**src/rtl/inversor_pkg.sv**
```systemverilog
// Shared types for the round-robin arbiter around the 4-bit inversor.
// Operand width, data type and arbiter sequence states live here.
package inversor_pkg;

  localparam int DATA_W = 4;
  localparam int CNT_W  = 16;

  typedef logic [DATA_W-1:0] data_t;
  typedef logic [CNT_W-1:0]  cnt_t;

  typedef enum logic [1:0] {
    IDLE,
    EXEC,
    RESP
  } arb_state_t;

  function automatic data_t slice_data(
    input logic [8*DATA_W-1:0] bus,
    input int unsigned         idx
  );
    return bus[idx*DATA_W +: DATA_W];
  endfunction

endpackage

```
**src/rtl/inversor_arbiter_if.sv**
```systemverilog
// Requester-side bus of the inversor arbiter.
// Master is the client cluster, slave is the arbiter.
interface inversor_arbiter_if
  import inversor_pkg::*;
#(
  parameter int NREQ = 4,
  parameter int ID_W = $clog2(NREQ)
) ();

  logic [NREQ-1:0]        req;
  logic [NREQ*DATA_W-1:0] req_data;
  logic [NREQ-1:0]        gnt;
  logic                   rsp_valid;
  logic [ID_W-1:0]        rsp_id;
  data_t                  rsp_data;

  modport master (
    output req,
    output req_data,
    input  gnt,
    input  rsp_valid,
    input  rsp_id,
    input  rsp_data
  );

  modport slave (
    input  req,
    input  req_data,
    output gnt,
    output rsp_valid,
    output rsp_id,
    output rsp_data
  );

endinterface

```
**src/rtl/inversor.sv**
```systemverilog
// Shared 4-bit combinational datapath: bitwise inversion.
// Kept as its own module so the arbiter is the only user.
module inversor
  import inversor_pkg::*;
(
  input  data_t a,
  output data_t y
);

  assign y = ~a;

endmodule

```
**src/rtl/inversor_arbiter_rr_picker.sv**
```systemverilog
// Round-robin priority rotation: first asserted request after ptr.
// Purely combinational; returns a one-hot pick and its index.
module rr_picker #(
  parameter int NREQ = 4,
  parameter int ID_W = $clog2(NREQ)
) (
  input  logic [NREQ-1:0] req,
  input  logic [ID_W-1:0] ptr,
  output logic [NREQ-1:0] pick,
  output logic [ID_W-1:0] idx,
  output logic            any
);

  logic            found;
  logic [ID_W-1:0] j;

  always_comb begin
    pick  = '0;
    idx   = '0;
    found = 1'b0;
    j     = '0;
    // ptr itself is scanned last, so the last winner has lowest priority
    for (int k = 1; k <= NREQ; k++) begin
      j = ID_W'((int'(ptr) + k) % NREQ);
      if (!found && req[j]) begin
        found   = 1'b1;
        pick[j] = 1'b1;
        idx     = j;
      end
    end
  end

  assign any = found;

endmodule

```
**src/rtl/inversor_arbiter.sv**
```systemverilog
// Round-robin front end sharing one inversor among NREQ clients.
// Sequence per operation: IDLE (grant) -> EXEC -> RESP.
module inversor_arbiter
  import inversor_pkg::*;
#(
  parameter int NREQ = 4,
  parameter int ID_W = $clog2(NREQ)
) (
  input  logic                clk,
  input  logic                rst,
  input  logic                en,
  inversor_arbiter_if.slave   bus,
  output logic                busy,
  output logic [CNT_W-1:0]    op_count
);

  arb_state_t      state_q;
  arb_state_t      state_d;
  data_t           opnd_q;
  data_t           inv_y;
  data_t           rdata_q;
  logic [ID_W-1:0] cur_q;
  logic [ID_W-1:0] rid_q;
  logic [ID_W-1:0] ptr_q;
  cnt_t            cnt_q;

  logic [NREQ-1:0] pick;
  logic [ID_W-1:0] pick_idx;
  logic            pick_any;
  logic            take;
  logic [NREQ-1:0] gnt_c;
  logic            rv_c;

  rr_picker #(
    .NREQ (NREQ),
    .ID_W (ID_W)
  ) u_pick (
    .req  (bus.req),
    .ptr  (ptr_q),
    .pick (pick),
    .idx  (pick_idx),
    .any  (pick_any)
  );

  inversor u_inv (
    .a (opnd_q),
    .y (inv_y)
  );

  always_comb begin
    state_d = state_q;
    take    = 1'b0;
    gnt_c   = '0;
    rv_c    = 1'b0;
    unique case (state_q)
      IDLE: begin
        // rst gates the grant so none leaks out while held in reset
        if (rst && en && pick_any) begin
          take    = 1'b1;
          gnt_c   = pick;
          state_d = EXEC;
        end
      end
      EXEC: begin
        state_d = RESP;
      end
      RESP: begin
        rv_c    = 1'b1;
        state_d = IDLE;
      end
      default: begin
        state_d = IDLE;
      end
    endcase
  end

  always_ff @(posedge clk or negedge rst) begin
    if (!rst) begin
      state_q <= IDLE;
      opnd_q  <= '0;
      cur_q   <= '0;
      ptr_q   <= ID_W'(NREQ - 1);
      rdata_q <= '0;
      rid_q   <= '0;
      cnt_q   <= '0;
    end else begin
      state_q <= state_d;
      if (take) begin
        opnd_q <= data_t'(
          bus.req_data[pick_idx*DATA_W +: DATA_W]);
        cur_q  <= pick_idx;
        ptr_q  <= pick_idx;
      end
      if (state_q == EXEC) begin
        rdata_q <= inv_y;
        rid_q   <= cur_q;
      end
      if (state_q == RESP) begin
        cnt_q <= cnt_q + 16'd1;
      end
    end
  end

  assign bus.gnt       = gnt_c;
  assign bus.rsp_valid = rv_c;
  assign bus.rsp_id    = rid_q;
  assign bus.rsp_data  = rdata_q;
  assign busy          = (state_q != IDLE);
  assign op_count      = cnt_q;

endmodule

```
**src/flat_wrapper.sv**
```systemverilog
// flat-port wrapper written by rule: the top's interface ports become plain ports
module inversor_arbiter_flat import inversor_pkg::*;
#(
  parameter int NREQ = 4,
  parameter int ID_W = $clog2(NREQ)
)
  (clk, rst, en, busy, op_count, bus_req, bus_req_data, bus_gnt, bus_rsp_valid, bus_rsp_id, bus_rsp_data);
  inversor_arbiter_if #(.NREQ(NREQ), .ID_W(ID_W)) bus_i ();
  input  logic clk;
  input  logic rst;
  input  logic en;
  output logic busy;
  output logic [CNT_W-1:0] op_count;
  input wire logic [$bits(bus_i.req)-1:0] bus_req;
  input wire logic [$bits(bus_i.req_data)-1:0] bus_req_data;
  output wire logic [$bits(bus_i.gnt)-1:0] bus_gnt;
  output wire logic [$bits(bus_i.rsp_valid)-1:0] bus_rsp_valid;
  output wire logic [$bits(bus_i.rsp_id)-1:0] bus_rsp_id;
  output wire logic [$bits(bus_i.rsp_data)-1:0] bus_rsp_data;
  assign bus_i.req = bus_req;
  assign bus_i.req_data = bus_req_data;
  assign bus_gnt = bus_i.gnt;
  assign bus_rsp_valid = bus_i.rsp_valid;
  assign bus_rsp_id = bus_i.rsp_id;
  assign bus_rsp_data = bus_i.rsp_data;
  inversor_arbiter #(.NREQ(NREQ), .ID_W(ID_W)) u_core (.clk(clk), .rst(rst), .en(en), .bus(bus_i), .busy(busy), .op_count(op_count));
endmodule
```
**config.mk**
```make
export PLATFORM = sky130hd
export DESIGN_NAME = inversor_arbiter_flat
export DESIGN_NICKNAME = d
export VERILOG_FILES = /design/src/rtl/inversor_pkg.sv /design/src/rtl/inversor_arbiter_if.sv /design/src/rtl/inversor.sv /design/src/rtl/inversor_arbiter_rr_picker.sv /design/src/rtl/inversor_arbiter.sv /design/src/flat_wrapper.sv
export SDC_FILE = /design/constraint.sdc
export NUM_CORES = 1
export LEC_CHECK = 0
export CAP_MARGIN = 20
export CORE_ASPECT_RATIO = 0.7
export CORE_UTILIZATION = 44
export DETAILED_ROUTE_END_ITERATION = 12
export HOLD_SLACK_MARGIN = 0.08
export PLACE_DENSITY = 0.76
export SLEW_MARGIN = 0
export SYNTH_ARGS = -nofsm -noshare
export SYNTH_HDL_FRONTEND = slang
export SYNTH_SLANG_ARGS = --single-unit
```
**constraint.sdc**
```tcl
create_clock -name clk -period 2.3 [get_ports clk]
set_input_delay 0.345 -clock clk [delete_from_list [all_inputs] [get_ports clk]]
set_output_delay 0.345 -clock clk [all_outputs]
set_load 0.005 [all_outputs]
```
==> run summary, run 1 <==
Req. time, crit path = 1.96 ns
Int Pwr = 1.931 mW
Worst R2R Start = u_core.ptr_q[0]
crit-path cells = buf_6 > mux2_2 > nand2_2 > a21oi_4 > a22o_1 > mux2i_1 > a21oi_1 > buf_2
Clock transition at path regs = 0.06 ns
synth unique cells = 44
vias in the first global route = 1604
Rows = 19
Critical Path Max Stage Delay = 0.58 ns
Diodes inserted = 0
# nets final = 294
Slew Limit Fails = 0
CORE AREA = 4065 sq um
sequential area share after synthesis = 41.72%
RD Place Congestion = 0.8219
netlist area before placement = 1926 sq um
register share of total power = 28.6%
CP Launch Type = flip-flop
Clock Latency Late Sink = 0.27 ns
RSZ-0062 raised after global routing = yes
via/cell ratio = 5.169
Area growth, synth to finish = 46.39%
asr flop ratio synth = 100.0%
Critical Path Start = u_core.ptr_q[0]
clock power share = 15.2%
worst hold start = u_core.op_count[15]
power per cell area = 1056 nW/um^2
Mean Syn Cell Area = 10.35 sq um
Worst Setup End Kind = primary output
All-Layer GR Usage = 20.86%
Setup Skew = 0.001526 ns
CTS sink cnt = 32
clock root cell = clkbuf_8
WL final = 4318 um
Pleak = 1.282 nW
R2R depth = 10
antenna violations before repair = 0
Ys Warns = 0
layout cell share with drive strength beyond 1 = 25.95%
Final period util = 107.1%
ANT nets after route = 0
H-tree Lvls = 2
Syn Inst Count = 186
post-DP HPWL = 3238 um
1st-iter DRT viols = 78
Port Buffers = 50
Die Span Y = 57.35 um
NetSw = 1.044 mW
first-pass GRT wire length = 7279 um
syn nets = 218
Final Hold Vio Count = 0
area of the die = 4649 sq um
maximum vdd drop = 615.7 uV
vias = 1623
routed len/inst = 13.75 um
die extent in x = 81.07 um
Worst Setup Path Type = reg2out
number of max-cap violations = 0
worst rel slew slack = 70.72%
slowest library cell on the worst path = dfstp_2
WP data arrival = 2.12 ns
DRC = 0
Gate power share = 56.2%
Most used DFF post-synth = dfrtp_1
final core area utilization = 69.34%
run status = complete, but fails checks
Final Critical Period = 2.464 ns
largest net degree at the start of global routing = 33
slew at the pin closest to its max-slew limit = 0.4366 ns
failing checks = negative setup slack
switch share = 35.09%
Initial Utilization = 47.37%
total clock buffers created by CTS = 5
Setup violations, final = 8
# IOs = 51
post-layout total power = 2.975 mW
number of synthesized flops with an enable pin = 0
synthesized flop and latch total = 32
worst-path fanout max = 6
clock buffer depth = 2
Final WS setup = -0.1640 ns
Hold Path Depth = 1
max frequency = 405.9 MHz
grt ovf = 0
Hold Path Class = reg2reg
drt first pass iters = 4
CTS tree = built
## cell families (layout without fill, tap and decap cells)
family / after synthesis / in the layout / synth area share, %
buffers and inverters: 16 / 92 / 4.289
and+or+nand+nor: 60 / 60 / 16.05
adders and majority gates: 9 / 9 / 5.848
DFF: 32 / 32 / 41.72
AOI/OAI and AO/OA: 34 / 34 / 12.74
muxes: 20 / 20 / 12.54
xor gates and xnor gates: 15 / 15 / 6.822
## cells in the final DEF, fill, tap and decap left out, types with 2 or more instances in the layout
cell type	instances
mux2_2	4
and3_1	6
a211oi_1	2
clkdlybuf4s50_1	45
xnor2_1	10
nand4_1	3
nor3_1	8
o221a_1	4
inv_2	3
mux2i_1	8
mux2_4	4
buf_2	4
nor2_1	6
ha_1	8
a22o_1	4
buf_4	22
o21ai_0	7
nand2_1	22
xor2_1	5
inv_1	4
or3_1	2
nand3_1	3
clkbuf_8	7
dfstp_2	2
dfrtp_1	30
a21oi_1	7
buf_6	5
mux2i_2	2
a21oi_2	2
## worst paths after layout
kind	endpoint	slack, ns
worst max-delay path	bus_gnt[1]	-0.16
worst min-delay path	u_core.op_count[15]	0.46
worst max register to register	u_core.opnd_q[1]	-0.02
worst min register to register	u_core.op_count[15]	0.46
max in group asynchronous	u_core.ptr_q[0]	1.45
min in group asynchronous	u_core.cur_q[1]	0.53
## registers in the layout, indices dropped and copies added, names as in the netlist
| signal | flops |
|---|---|
| u_core.state_q | 2 |
| u_core.bus.rsp_id | 2 |
| u_core.cur_q | 2 |
| u_core.bus.rsp_data | 4 |
| u_core.opnd_q | 4 |
| u_core.ptr_q | 2 |
| u_core.op_count | 16 |
## timing repair
action / CTS / global route
setup buffers: 3 / 0
endpoints found under the setup margin: 8 / 8
hold buffers: 0 / 0
pin swaps: 11 / 8
resized for setup: 27 / 6
cloned: 0 / 0
## Yosys cell counts, types with 2 or more instances
master | n | area (sq um)
a22o_1 | 4 | 35.03
a211oi_1 | 2 | 15.01
and3_1 | 6 | 37.54
nand2_1 | 23 | 86.33
dfstp_2 | 2 | 52.55
nand3_1 | 3 | 15.01
ha_1 | 9 | 112.6
mux2_4 | 4 | 60.06
dfrtp_1 | 30 | 750.7
a21oi_1 | 10 | 50.05
xor2_1 | 5 | 43.79
o221a_1 | 4 | 45.04
mux2_2 | 4 | 45.04
clkbuf_1 | 2 | 7.510
buf_6 | 2 | 22.52
xnor2_1 | 10 | 87.58
nor2_1 | 6 | 22.52
inv_1 | 7 | 26.28
o21ai_0 | 7 | 35.03
or3_1 | 2 | 12.51
nor3_1 | 8 | 40.04
nand4_1 | 3 | 18.77
mux2i_1 | 11 | 110.1
buf_2 | 2 | 10.01
## stage by stage
step | area, sq um | TNS, ns | hold WS, ns | std cells | worst slack, ns
3_3_place_gp | 2658 | -2.816 | 0.4578 | 304 | -0.5472
6_report | 2819 | -0.6458 | 0.4643 | 314 | -0.1640
5_1_grt | 2819 | -1.387 | 0.4807 | 314 | -0.3046
2_1_floorplan | 1971 | -0.09518 | 0.04941 | 186 | -0.02380
4_1_cts | 2794 | -0.8559 | 0.4688 | 314 | -0.1552
3_5_place_dp | 2658 | -3.148 | 0.4608 | 304 | -0.5812
## area by class of cell
type | count | area, sq um
multi-input cells | 138 | 1115
flip-flops and latches | 32 | 803.3
clock buffers | 7 | 96.34
fillers | 315 | 1246
repair buffers | 77 | 704.4
inverters | 8 | 35.03
well taps | 52 | 65.06
## power by group through the flow
stage / combinational, mW / sequential (mW) / clock, mW
5_1_grt: 1.82 / 0.874 / 0.486
4_1_cts: 1.63 / 0.853 / 0.456
3_3_place_gp: 1.46 / 0.856 / 0
6_report: 1.67 / 0.852 / 0.452
3_5_place_dp: 1.51 / 0.855 / 0
2_1_floorplan: 0.964 / 0.849 / 0
## worst max-delay path, delay by kind of cell, from the launching register on
kind	cells	cell delay (ns)
flops	1	0.58
mux	2	0.54
buf+inv	2	0.28
simple gates	1	0.11
compound gates	3	0.35
## per-layer routing
| layer | track usage, % | routed length, um | up-vias |
|---|---|---|---|
| li1 | - | - | 813 |
| met1 | 28.23 | 2072 | 762 |
| met2 | 33.25 | 1982 | 48 |
| met3 | 6.560 | 263 | 0 |
| met4 | 3.827 | 0 | 0 |
| met5 | 0 | 0 | - |
(Power assumes the default switching activity.)
==> run 2, diff against run 1 <==
==> constraint.sdc (replaced) <==
create_clock -name clk -period 2.3 [get_ports clk]
set_input_delay 0.345 -clock clk [delete_from_list [all_inputs] [get_ports clk]]
set_output_delay 0.345 -clock clk [all_outputs]
set_load 0.05 [all_outputs]
==> run 2 against run 1 <==
The run still ends with negative setup slack left. Non-clock buffer count shrank 2. Critical path type unchanged. Largest cell class unchanged. Total power is 14% higher. Count of clock-buffer cells in the layout is 1 higher. Maximum frequency decreased by 5.4%. Sequential share of layout area down 0.52 points. Via count is 0.25% higher. Register-to-register slack got worse by 0.07 ns. Sequential cell count did not move. Sequential power grew 2.3%. Clock power fell by 4.9%.
==> run summary, run 2 (same netlist as run 1, synthesis figures left out) <==
Hold Path Class = reg2reg
layout cell share with drive strength beyond 1 = 25.67%
Setup violations, final = 8
slowest library cell on the worst path = dfstp_2
drt first pass iters = 6
CTS Hold Bufs = 0
Int Pwr = 1.958 mW
Setup Skew = 0.003522 ns
via/cell ratio = 5.198
total clock buffers created by CTS = 5
power per cell area = 1182 nW/um^2
Worst Setup Path Type = reg2out
RD Place Congestion = 0.8298
RSZ-0062 raised after global routing = yes
area of the die = 4649 sq um
Slew Limit Fails = 0
Worst path most repeated cell = a21oi_4
failing checks = negative setup slack
largest net degree at the start of global routing = 33
Rows = 19
clock buffer depth = 2
clock power share = 12.7%
register share of total power = 25.7%
clock root cell = clkbuf_8
CP Launch Type = flip-flop
ANT nets after route = 0
antenna violations before repair = 0
Pleak = 1.255 nW
Initial Utilization = 47.37%
vias in the first global route = 1586
die extent in x = 81.07 um
WL final = 4366 um
vias = 1627
slew at the pin closest to its max-slew limit = 0.5050 ns
commonest non-fill, non-tap cells in the layout = clkdlybuf4s50_1 (46), dfrtp_1 (30), nand2_1 (23), buf_4 (22), xnor2_1 (10)
Gate power share = 61.6%
Final Critical Period = 2.606 ns
Top Family by Delay on Critical Path = flip-flops
# IOs = 51
CTS tree = built
Final WS setup = -0.3060 ns
switch share = 42.28%
Clock transition at path regs = 0.06 ns
# nets final = 292
Setup TNS = -1.488 ns
Clock Latency Late Sink = 0.28 ns
max reg flops = 16
most common cell after layout, fill and taps aside = clkdlybuf4s50_1
CTS sink cnt = 32
post-DP HPWL = 3287 um
Fill cells = 305
Critical Path Max Stage Delay = 0.61 ns
worst rel slew slack = 66.23%
post-layout total power = 3.393 mW
crit-path cells = inv_6 > ha_4 > inv_2 > or2_4 > a21oi_4 > a22o_1 > mux2i_2 > a21oi_4 > buf_12
NetSw = 1.434 mW
Sequential Area = 803.3 sq um
WP data arrival = 2.26 ns
max frequency = 383.7 MHz
H-tree Lvls = 2
Port Buffers = 50
CORE AREA = 4065 sq um
Final period util = 113.3%
run status = complete, but fails checks
Req. time, crit path = 1.96 ns
Worst Setup End Kind = primary output
Final Hold Vio Count = 0
worst-path fanout max = 5
Diodes inserted = 0
maximum vdd drop = 849.0 uV
Min Hold Slack = 0.4654 ns
routed len/inst = 13.95 um
Die Span Y = 57.35 um
first-pass GRT wire length = 7452 um
All-Layer GR Usage = 21.35%
Area growth, synth to finish = 49.12%
number of max-cap violations = 0
CP Buf/Inv Count = 3
grt ovf = 0
area of the multi-input gates = 1130 sq um
DRC = 0
1st-iter DRT viols = 52
==> run 2: changes by cell type in the layout (fill, tap and decap cells not counted), sizes merged <==
cell           before  now
clkbuf              7    8
clkdlybuf4s50      45   46
buf                31   29
dlymetal6s2s        1    0
==> run 2: final timing paths <==
check | start | endpoint | slack (ns) | cells after the start
setup / recovery | u_core.ptr_q[0] | bus_gnt[0] | -0.31 | 9
hold / removal | u_core.op_count[15] | u_core.op_count[15] | 0.47 | 1
setup reg to reg | u_core.ptr_q[0] | u_core.opnd_q[1] | -0.09 | 10
hold reg to reg | u_core.op_count[15] | u_core.op_count[15] | 0.47 | 1
max in group asynchronous | rst | u_core.ptr_q[0] | 1.44 | 2
min in group asynchronous | rst | u_core.op_count[13] | 0.54 | 2
==> run 2: power by group through the flow <==
stage	Clock, mW	Sequential [mW]	Combinational, mW
after floorplan	0	1.14	1.06
after global placement	0	0.880	1.92
after detailed placement	0	0.886	1.94
after CTS	0.438	0.875	2.03
after global routing	0.462	0.895	2.24
final	0.430	0.872	2.09
==> run 2: cell type report <==
class	instances	area share [%]
clock buffers	8	3.137
inverters	8	1.220
multi-input cells	138	39.35
flip-flops and latches	32	27.97
well taps	52	2.266
repair buffers	75	26.06
==> run 2: what timing repair did <==
item	CTS	global route
buffers inserted	4	2
endpoints found under the setup margin	8	8
gates cloned	0	0
pin swaps	8	6
resized for setup	9	1
==> run 2: stage by stage <==
stage	area (sq um)	setup WS (ns)	instances	util [%]
CTS	2853	-0.2914	311	70.18
global placement	2730	-0.2664	300	67.16
global route	2872	-0.3796	313	70.64
floorplan	2008	-0.1894	186	-
detailed placement	2730	-0.3111	300	67.16
finish	2872	-0.3060	313	70.64
==> run 2: layer usage <==
metal	share of wire, %	global-route usage, %	vias to the layer above
li1	-	-	806
met1	51	31.52	770
met2	44	31.69	43
met3	4.3	5.280	8
met4	0.82	4.592	0
met5	0	0	-
